`src/rtl/hand_card_inserter_pkg.sv`:
```
// hand_card_inserter_pkg: board map geometry, card codes and the slot-extract helper
package hand_card_inserter_pkg;
  localparam int SLOT_W     = 6;
  localparam int MAP_SLOTS  = 144;
  localparam int HAND_SLOTS = 36;
  localparam int IDX_W      = 6;
  localparam int MAP_W      = MAP_SLOTS * SLOT_W;
  localparam int MAP_AW     = $clog2(MAP_W);
  localparam logic [SLOT_W-1:0] NO_CARD  = 6'd54;
  localparam logic [SLOT_W-1:0] MAX_CARD = 6'd53;
  // Slot 0 occupies the most significant bits of the map
  function automatic logic [SLOT_W-1:0] slot_of(input logic [MAP_W-1:0] map, input logic [IDX_W-1:0] idx);
    logic [MAP_AW-1:0] top;
    top = MAP_AW'(MAP_W - 1) - MAP_AW'(idx) * MAP_AW'(SLOT_W);
    return map[top -: SLOT_W];
  endfunction
endpackage

```
`src/rtl/hand_card_inserter_if.sv`:
```
// hand_card_inserter_if: draw request, map view and map write port between draw logic and the inserter
interface hand_card_inserter_if;
  import hand_card_inserter_pkg::*;
  logic [MAP_W-1:0]  map;
  logic              draw_req;
  logic [SLOT_W-1:0] draw_card;
  logic              busy;
  logic              map_wr_en;
  logic [IDX_W-1:0]  map_wr_idx;
  logic [SLOT_W-1:0] map_wr_data;
  logic              done;
  logic [IDX_W-1:0]  card_place;
  logic              hand_full;
  logic              invalid_card;
  modport master (
    output map, draw_req, draw_card,
    input  busy, map_wr_en, map_wr_idx, map_wr_data, done, card_place, hand_full, invalid_card
  );
  modport slave (
    input  map, draw_req, draw_card,
    output busy, map_wr_en, map_wr_idx, map_wr_data, done, card_place, hand_full, invalid_card
  );
endinterface

```
`src/rtl/hand_card_inserter_map_slot_mux.sv`:
```
// map_slot_mux: selects one 6-bit slot code out of the packed board map
module map_slot_mux
  import hand_card_inserter_pkg::*;
(
  input  logic [MAP_W-1:0]  map_i,
  input  logic [IDX_W-1:0]  idx_i,
  output logic [SLOT_W-1:0] slot_o
);
  assign slot_o = slot_of(map_i, idx_i);
endmodule

```
`src/rtl/hand_card_inserter.sv`:
```
// hand_card_inserter: writes a drawn card into the lowest empty hand slot of the board map
module hand_card_inserter
  import hand_card_inserter_pkg::*;
(
  input  logic clk,
  input  logic rst,
  input  logic interboard_rst,
  hand_card_inserter_if.slave bus
);
  typedef enum logic [1:0] {IDLE, SCAN, WRITE, DONE} state_e;
  typedef struct packed {
    state_e            state;
    logic [SLOT_W-1:0] card;
    logic [IDX_W-1:0]  idx;
    logic              busy;
    logic              wr_en;
    logic [IDX_W-1:0]  wr_idx;
    logic [SLOT_W-1:0] wr_data;
    logic              done;
    logic [IDX_W-1:0]  place;
    logic              full;
    logic              inv;
  } regs_t;
  regs_t r_q;
  logic [SLOT_W-1:0] slot;
  map_slot_mux u_mux (.map_i(bus.map), .idx_i(r_q.idx), .slot_o(slot));
  // Scan FSM; every port is driven straight from a register, pulses clear themselves each cycle
  always_ff @(posedge clk or negedge rst) begin
    if (!rst) begin
      r_q <= '0;
    end else if (interboard_rst) begin
      r_q <= '0;
    end else begin
      r_q.wr_en <= 1'b0;
      r_q.done  <= 1'b0;
      r_q.full  <= 1'b0;
      r_q.inv   <= 1'b0;
      case (r_q.state)
        IDLE: if (bus.draw_req) begin
          r_q.card <= bus.draw_card;
          r_q.idx  <= '0;
          if (bus.draw_card > MAX_CARD) begin
            r_q.inv <= 1'b1;
          end else begin
            r_q.state <= SCAN;
            r_q.busy  <= 1'b1;
          end
        end
        SCAN: if (slot == NO_CARD) begin
          r_q.state   <= WRITE;
          r_q.wr_en   <= 1'b1;
          r_q.wr_idx  <= r_q.idx;
          r_q.wr_data <= r_q.card;
        end else if (r_q.idx == IDX_W'(HAND_SLOTS - 1)) begin
          r_q.state <= IDLE;
          r_q.busy  <= 1'b0;
          r_q.full  <= 1'b1;
        end else begin
          r_q.idx <= r_q.idx + 1'b1;
        end
        WRITE: begin
          r_q.state <= DONE;
          r_q.done  <= 1'b1;
          r_q.place <= r_q.idx;
        end
        default: begin
          r_q.state <= IDLE;
          r_q.busy  <= 1'b0;
        end
      endcase
    end
  end
  assign bus.busy         = r_q.busy;
  assign bus.map_wr_en    = r_q.wr_en;
  assign bus.map_wr_idx   = r_q.wr_idx;
  assign bus.map_wr_data  = r_q.wr_data;
  assign bus.done         = r_q.done;
  assign bus.card_place   = r_q.place;
  assign bus.hand_full    = r_q.full;
  assign bus.invalid_card = r_q.inv;
endmodule

```
`src/flat_wrapper.sv`:
```
// flat-port wrapper written by rule: the top's interface ports become plain ports
module hand_card_inserter_flat import hand_card_inserter_pkg::*;
  (clk, rst, interboard_rst, bus_map, bus_draw_req, bus_draw_card, bus_busy, bus_map_wr_en, bus_map_wr_idx, bus_map_wr_data, bus_done, bus_card_place, bus_hand_full, bus_invalid_card);
  hand_card_inserter_if bus_i ();
  input  logic clk;
  input  logic rst;
  input  logic interboard_rst;
  input wire logic [$bits(bus_i.map)-1:0] bus_map;
  input wire logic [$bits(bus_i.draw_req)-1:0] bus_draw_req;
  input wire logic [$bits(bus_i.draw_card)-1:0] bus_draw_card;
  output wire logic [$bits(bus_i.busy)-1:0] bus_busy;
  output wire logic [$bits(bus_i.map_wr_en)-1:0] bus_map_wr_en;
  output wire logic [$bits(bus_i.map_wr_idx)-1:0] bus_map_wr_idx;
  output wire logic [$bits(bus_i.map_wr_data)-1:0] bus_map_wr_data;
  output wire logic [$bits(bus_i.done)-1:0] bus_done;
  output wire logic [$bits(bus_i.card_place)-1:0] bus_card_place;
  output wire logic [$bits(bus_i.hand_full)-1:0] bus_hand_full;
  output wire logic [$bits(bus_i.invalid_card)-1:0] bus_invalid_card;
  assign bus_i.map = bus_map;
  assign bus_i.draw_req = bus_draw_req;
  assign bus_i.draw_card = bus_draw_card;
  assign bus_busy = bus_i.busy;
  assign bus_map_wr_en = bus_i.map_wr_en;
  assign bus_map_wr_idx = bus_i.map_wr_idx;
  assign bus_map_wr_data = bus_i.map_wr_data;
  assign bus_done = bus_i.done;
  assign bus_card_place = bus_i.card_place;
  assign bus_hand_full = bus_i.hand_full;
  assign bus_invalid_card = bus_i.invalid_card;
  hand_card_inserter u_core (.clk(clk), .rst(rst), .interboard_rst(interboard_rst), .bus(bus_i));
endmodule
```
`config.mk`:
```
export PLATFORM = sky130hd
export DESIGN_NAME = hand_card_inserter_flat
export DESIGN_NICKNAME = d
export VERILOG_FILES = /design/src/rtl/hand_card_inserter_pkg.sv /design/src/rtl/hand_card_inserter_if.sv /design/src/rtl/hand_card_inserter_map_slot_mux.sv /design/src/rtl/hand_card_inserter.sv /design/src/flat_wrapper.sv
export SDC_FILE = /design/constraint.sdc
export NUM_CORES = 1
export LEC_CHECK = 0
export ABC_CLOCK_PERIOD_IN_PS = 4200
export CORE_AREA = 5 5 341 343
export CTS_CLUSTER_SIZE = 8
export DETAILED_ROUTE_END_ITERATION = 7
export DIE_AREA = 0 0 346 348
export DONT_BUFFER_PORTS = 1
export HOLD_SLACK_MARGIN = 0.03
export PLACE_DENSITY = 0.37
export RECOVER_POWER = 100
export SYNTH_ARGS = -nofsm -noshare
export SYNTH_HDL_FRONTEND = slang
export SYNTH_SLANG_ARGS = --single-unit
```
`constraint.sdc`:
```
create_clock -name clk -period 4.2 [get_ports clk]
set_input_delay 1.26 -clock clk [delete_from_list [all_inputs] [get_ports clk]]
set_output_delay 1.26 -clock clk [all_outputs]
set_load 0.05 [all_outputs]
```
==> impl_metrics.toml <==
[run_status]
outcome = "finished, violations left"
violations = "setup timing"

[worst_setup_path]
rrSetupSlack_ns = -0.45
cp.required_ns = 4.36
end_kind = "flop"
crit_type = "flop to flop"
start_kind = "flop"
critPathMaxFanout = 11
cp.arrival_ns = 4.81

[yosys]
synthCells = 2641
synth.avg_cell_area_um2 = 7.44
synth_edf_count = 0
synth_top_area_share_pct = 20.9
yosysTopAreaCell = "mux4_2"
synthFlopType = "dfrtp_1"
synth_cell_type_count = 82
async_reset_ff_share_pct = 100
yosysSeqAreaShare_pct = 4.71
synth_area_leaders = "mux4_2 21%, nand2_1 6.1%, mux2i_1 5.7%"
ys_ff_latch = 37
yosysWarningCount = 0
syn_area_mm2 = 0.0197
synth_fp_nets = 3525

[drt]
avgRoutedWirePerCell_um = 38.5
vias = 24900
firstDrtPassIters = 6
drc = 0
initialDrtViolationCount = 2619
avgViaCountPerCell = 5.75
wl_mm = 167
postRouteAntennaNets = 0

[floorplanning]
core_mm2 = 0.113
ioPinCount = 897
die_h_um = 348
die-area_mm2 = 0.120
rows = 124
start_util_pct = 17.4
die_width_um = 346

[job]
max-cap-violations = 0

[place]
place_inst = 4269
place_area_mm2 = 0.0237
portBuffers = 0
pre_cts_slack_ns = -0.920
gp_congestion = 0.963
dpl.hpwl_mm = 143

[cells_and_area]
area_growth_pct = 27.7
layout.cells.non_filler = 4330
drive_above_1_share_pct = 26.9
postLayoutCellArea_mm2 = 0.0251
nets = 3689
fill_cells = 12800

[clocking]
clock-sinks = 37
hold_buffers = 0
cts_buffers = 5
path_clk_slew_ns = 0.07
htree_num_levels = 2
clk_root_buffer_cell = "clkbuf_16"
cts_tree = "yes"
clock_latency_ns = 0.29
clockBufferDepth = 2

[sta]
worst_pin_slew_ns = 1.05
postLayoutSetupSlackWorst_ns = -0.446
hold_ws_ns = 0.525
max_freq_ghz = 0.215
relSlewSlack_pct = 29.6
min_period_over_period_pct = 111
skew_ns = 0.00634
slew_viol_final = 0
final_hold_viol_count = 0
rsz0062_at_grt = "yes"
setup_violations = 23
period_minus_slack_ns = 4.65

[grt]
grt_pass1_wl_mm = 218
grt_max_degree = 128
grt_antenna_before_repair = 22
grt_use_total_pct = 25.6
grt_pass1_vias = 24000
grt.overflow.total = 0

[pwr]
ir_drop_v = 0.000125
power_density_mw_per_mm2 = 178
total_power_mw = 4.47
power.leakage_nw = 8.62

[worst_hold_path]
worstHoldPathType = "flop to flop"
[state kept, by name, summed over array words and instances, names as in the netlist]
signal,flops
u_core.bus.map_wr_idx,6
u_core.bus.done,1
u_core.r_q,14
u_core.bus.busy,1
u_core.bus.map_wr_en,1
u_core.bus.invalid_card,1
u_core.bus.map_wr_data,6
u_core.bus.card_place,6
u_core.bus.hand_full,1
[path summary, 6_finish.rpt]
check / startpoint / endpoint / cells after the start
hold / removal: u_core.r_q[33] / u_core.r_q[33] / 2
min in group asynchronous: rst / u_core.r_q[33] / 0
setup / recovery: u_core.r_q[23] / u_core.bus.map_wr_idx[5] / 18
hold reg to reg: u_core.r_q[33] / u_core.r_q[33] / 2
max in group asynchronous: rst / u_core.r_q[23] / 0
setup reg to reg: u_core.r_q[23] / u_core.bus.map_wr_idx[5] / 18
[through the flow]
step	util, %	setup TNS, ns
after global routing	22.2	-8.24
after CTS	21.7	-6.75
after floorplan	-	0
final	22.2	-7.70
after detailed placement	20.9	-17.94
after global placement	20.9	-20.23
[timing repair]
item / in CTS / in global routing
endpoints found under the setup margin: 23 / 23
buffers inserted: 19 / 19
endpoints found under the hold margin: 0 / 0
gates cloned: 3 / 2
gates resized for setup: 105 / 66
pin swaps: 28 / 16
[where the power goes]
group / internal (mW) / switching, mW / total [mW] / leakage (nW)
logic: 1.65 / 2.04 / 3.70 / 8.05
clock network: 0.221 / 0.170 / 0.391 / 0.0703
registers: 0.365 / 0.0152 / 0.381 / 0.507
[cells in the final DEF, fill, tap and decap left out, types with 37 or more instances in the layout]
cell type	synthesis	routed
o32ai_1	64	64
a32oi_1	78	76
o22ai_1	92	90
inv_1	151	148
mux2i_1	112	111
nor2_1	177	168
nand2b_1	40	37
nor2b_1	46	42
nand2_1	320	312
buf_4	54	328
nor3b_1	42	42
o211ai_1	59	59
nand3_1	214	211
mux4_2	182	182
o21ai_0	206	199
buf_12	3	65
a21oi_1	71	64
[kinds of logic after synthesis]
group | Yosys count | share of synthesized area (%)
multiplexers | 302 | 27.2
adder cells (fa/ha/maj) | 10 | 0.675
AO/OA/AOI/OAI | 885 | 31.9
XOR/XNOR | 6 | 0.306
AND/OR/NAND/NOR | 977 | 24.0
buffers and inverters | 424 | 11.3
flip-flops | 37 | 4.71
[per-layer routing]
metal	GRT usage (%)	vias up	part of all wire, %	wire length, um
li1	-	10800	-	-
met2	43.4	1492	47	78500
met3	10.2	174	12	20000
met5	0	-	0.062	103
met1	31.1	12400	39	64200
met4	4.37	14	2.3	3760
[worst max-delay path, stage by stage (launching register included)]
cell and delay (ns):
dfrtp_4 0.49, ha_4 0.18, inv_4 0.05, fa_4 0.73
buf_12 0.20, buf_4 0.16, buf_16 0.16, a211oi_4 0.41
a211oi_2 0.08, or4_1 0.50, a32oi_2 0.27, buf_4 0.16
mux2i_4 0.07, o311a_4 0.43, buf_12 0.16, buf_4 0.13
buf_8 0.12, o21ai_2 0.13, o41ai_2 0.08
[synthesized netlist by cell type (10+ instances only)]
| cell type | n |
|---|---|
| a211oi_1 | 37 |
| a21oi_1 | 71 |
| a221oi_1 | 34 |
| a22oi_1 | 21 |
| a311oi_1 | 29 |
| a31oi_1 | 25 |
| a32oi_1 | 78 |
| and3_1 | 12 |
| and3b_1 | 10 |
| buf_1 | 12 |
| buf_2 | 135 |
| buf_4 | 54 |
| buf_6 | 24 |
| clkbuf_1 | 39 |
| dfrtp_1 | 37 |
| inv_1 | 151 |
| mux2i_1 | 112 |
| mux4_2 | 182 |
| nand2_1 | 320 |
| nand2b_1 | 40 |
| nand3_1 | 214 |
| nand3b_1 | 24 |
| nand4_1 | 13 |
| nor2_1 | 177 |
| nor2b_1 | 46 |
| nor3_1 | 32 |
| nor3b_1 | 42 |
| nor4_1 | 17 |
| o2111ai_1 | 11 |
| o211ai_1 | 59 |
| o21ai_0 | 206 |
| o21ai_1 | 18 |
| o221ai_1 | 36 |
| o22ai_1 | 92 |
| o311ai_0 | 25 |
| o32ai_1 | 64 |
[final cells by class]
type	count	area [um^2]	area share [%]
flip-flops and latches	37	931	3.71
multi-input cells	2180	17200	68.6
repair buffers	426	4280	17.0
clock inverters	3	21.3	0.0847
clock buffers	5	125	0.498
diodes	12	30.0	0.120
inverters	155	599	2.39
well taps	1512	1890	7.53
(Power assumes the default switching activity.)
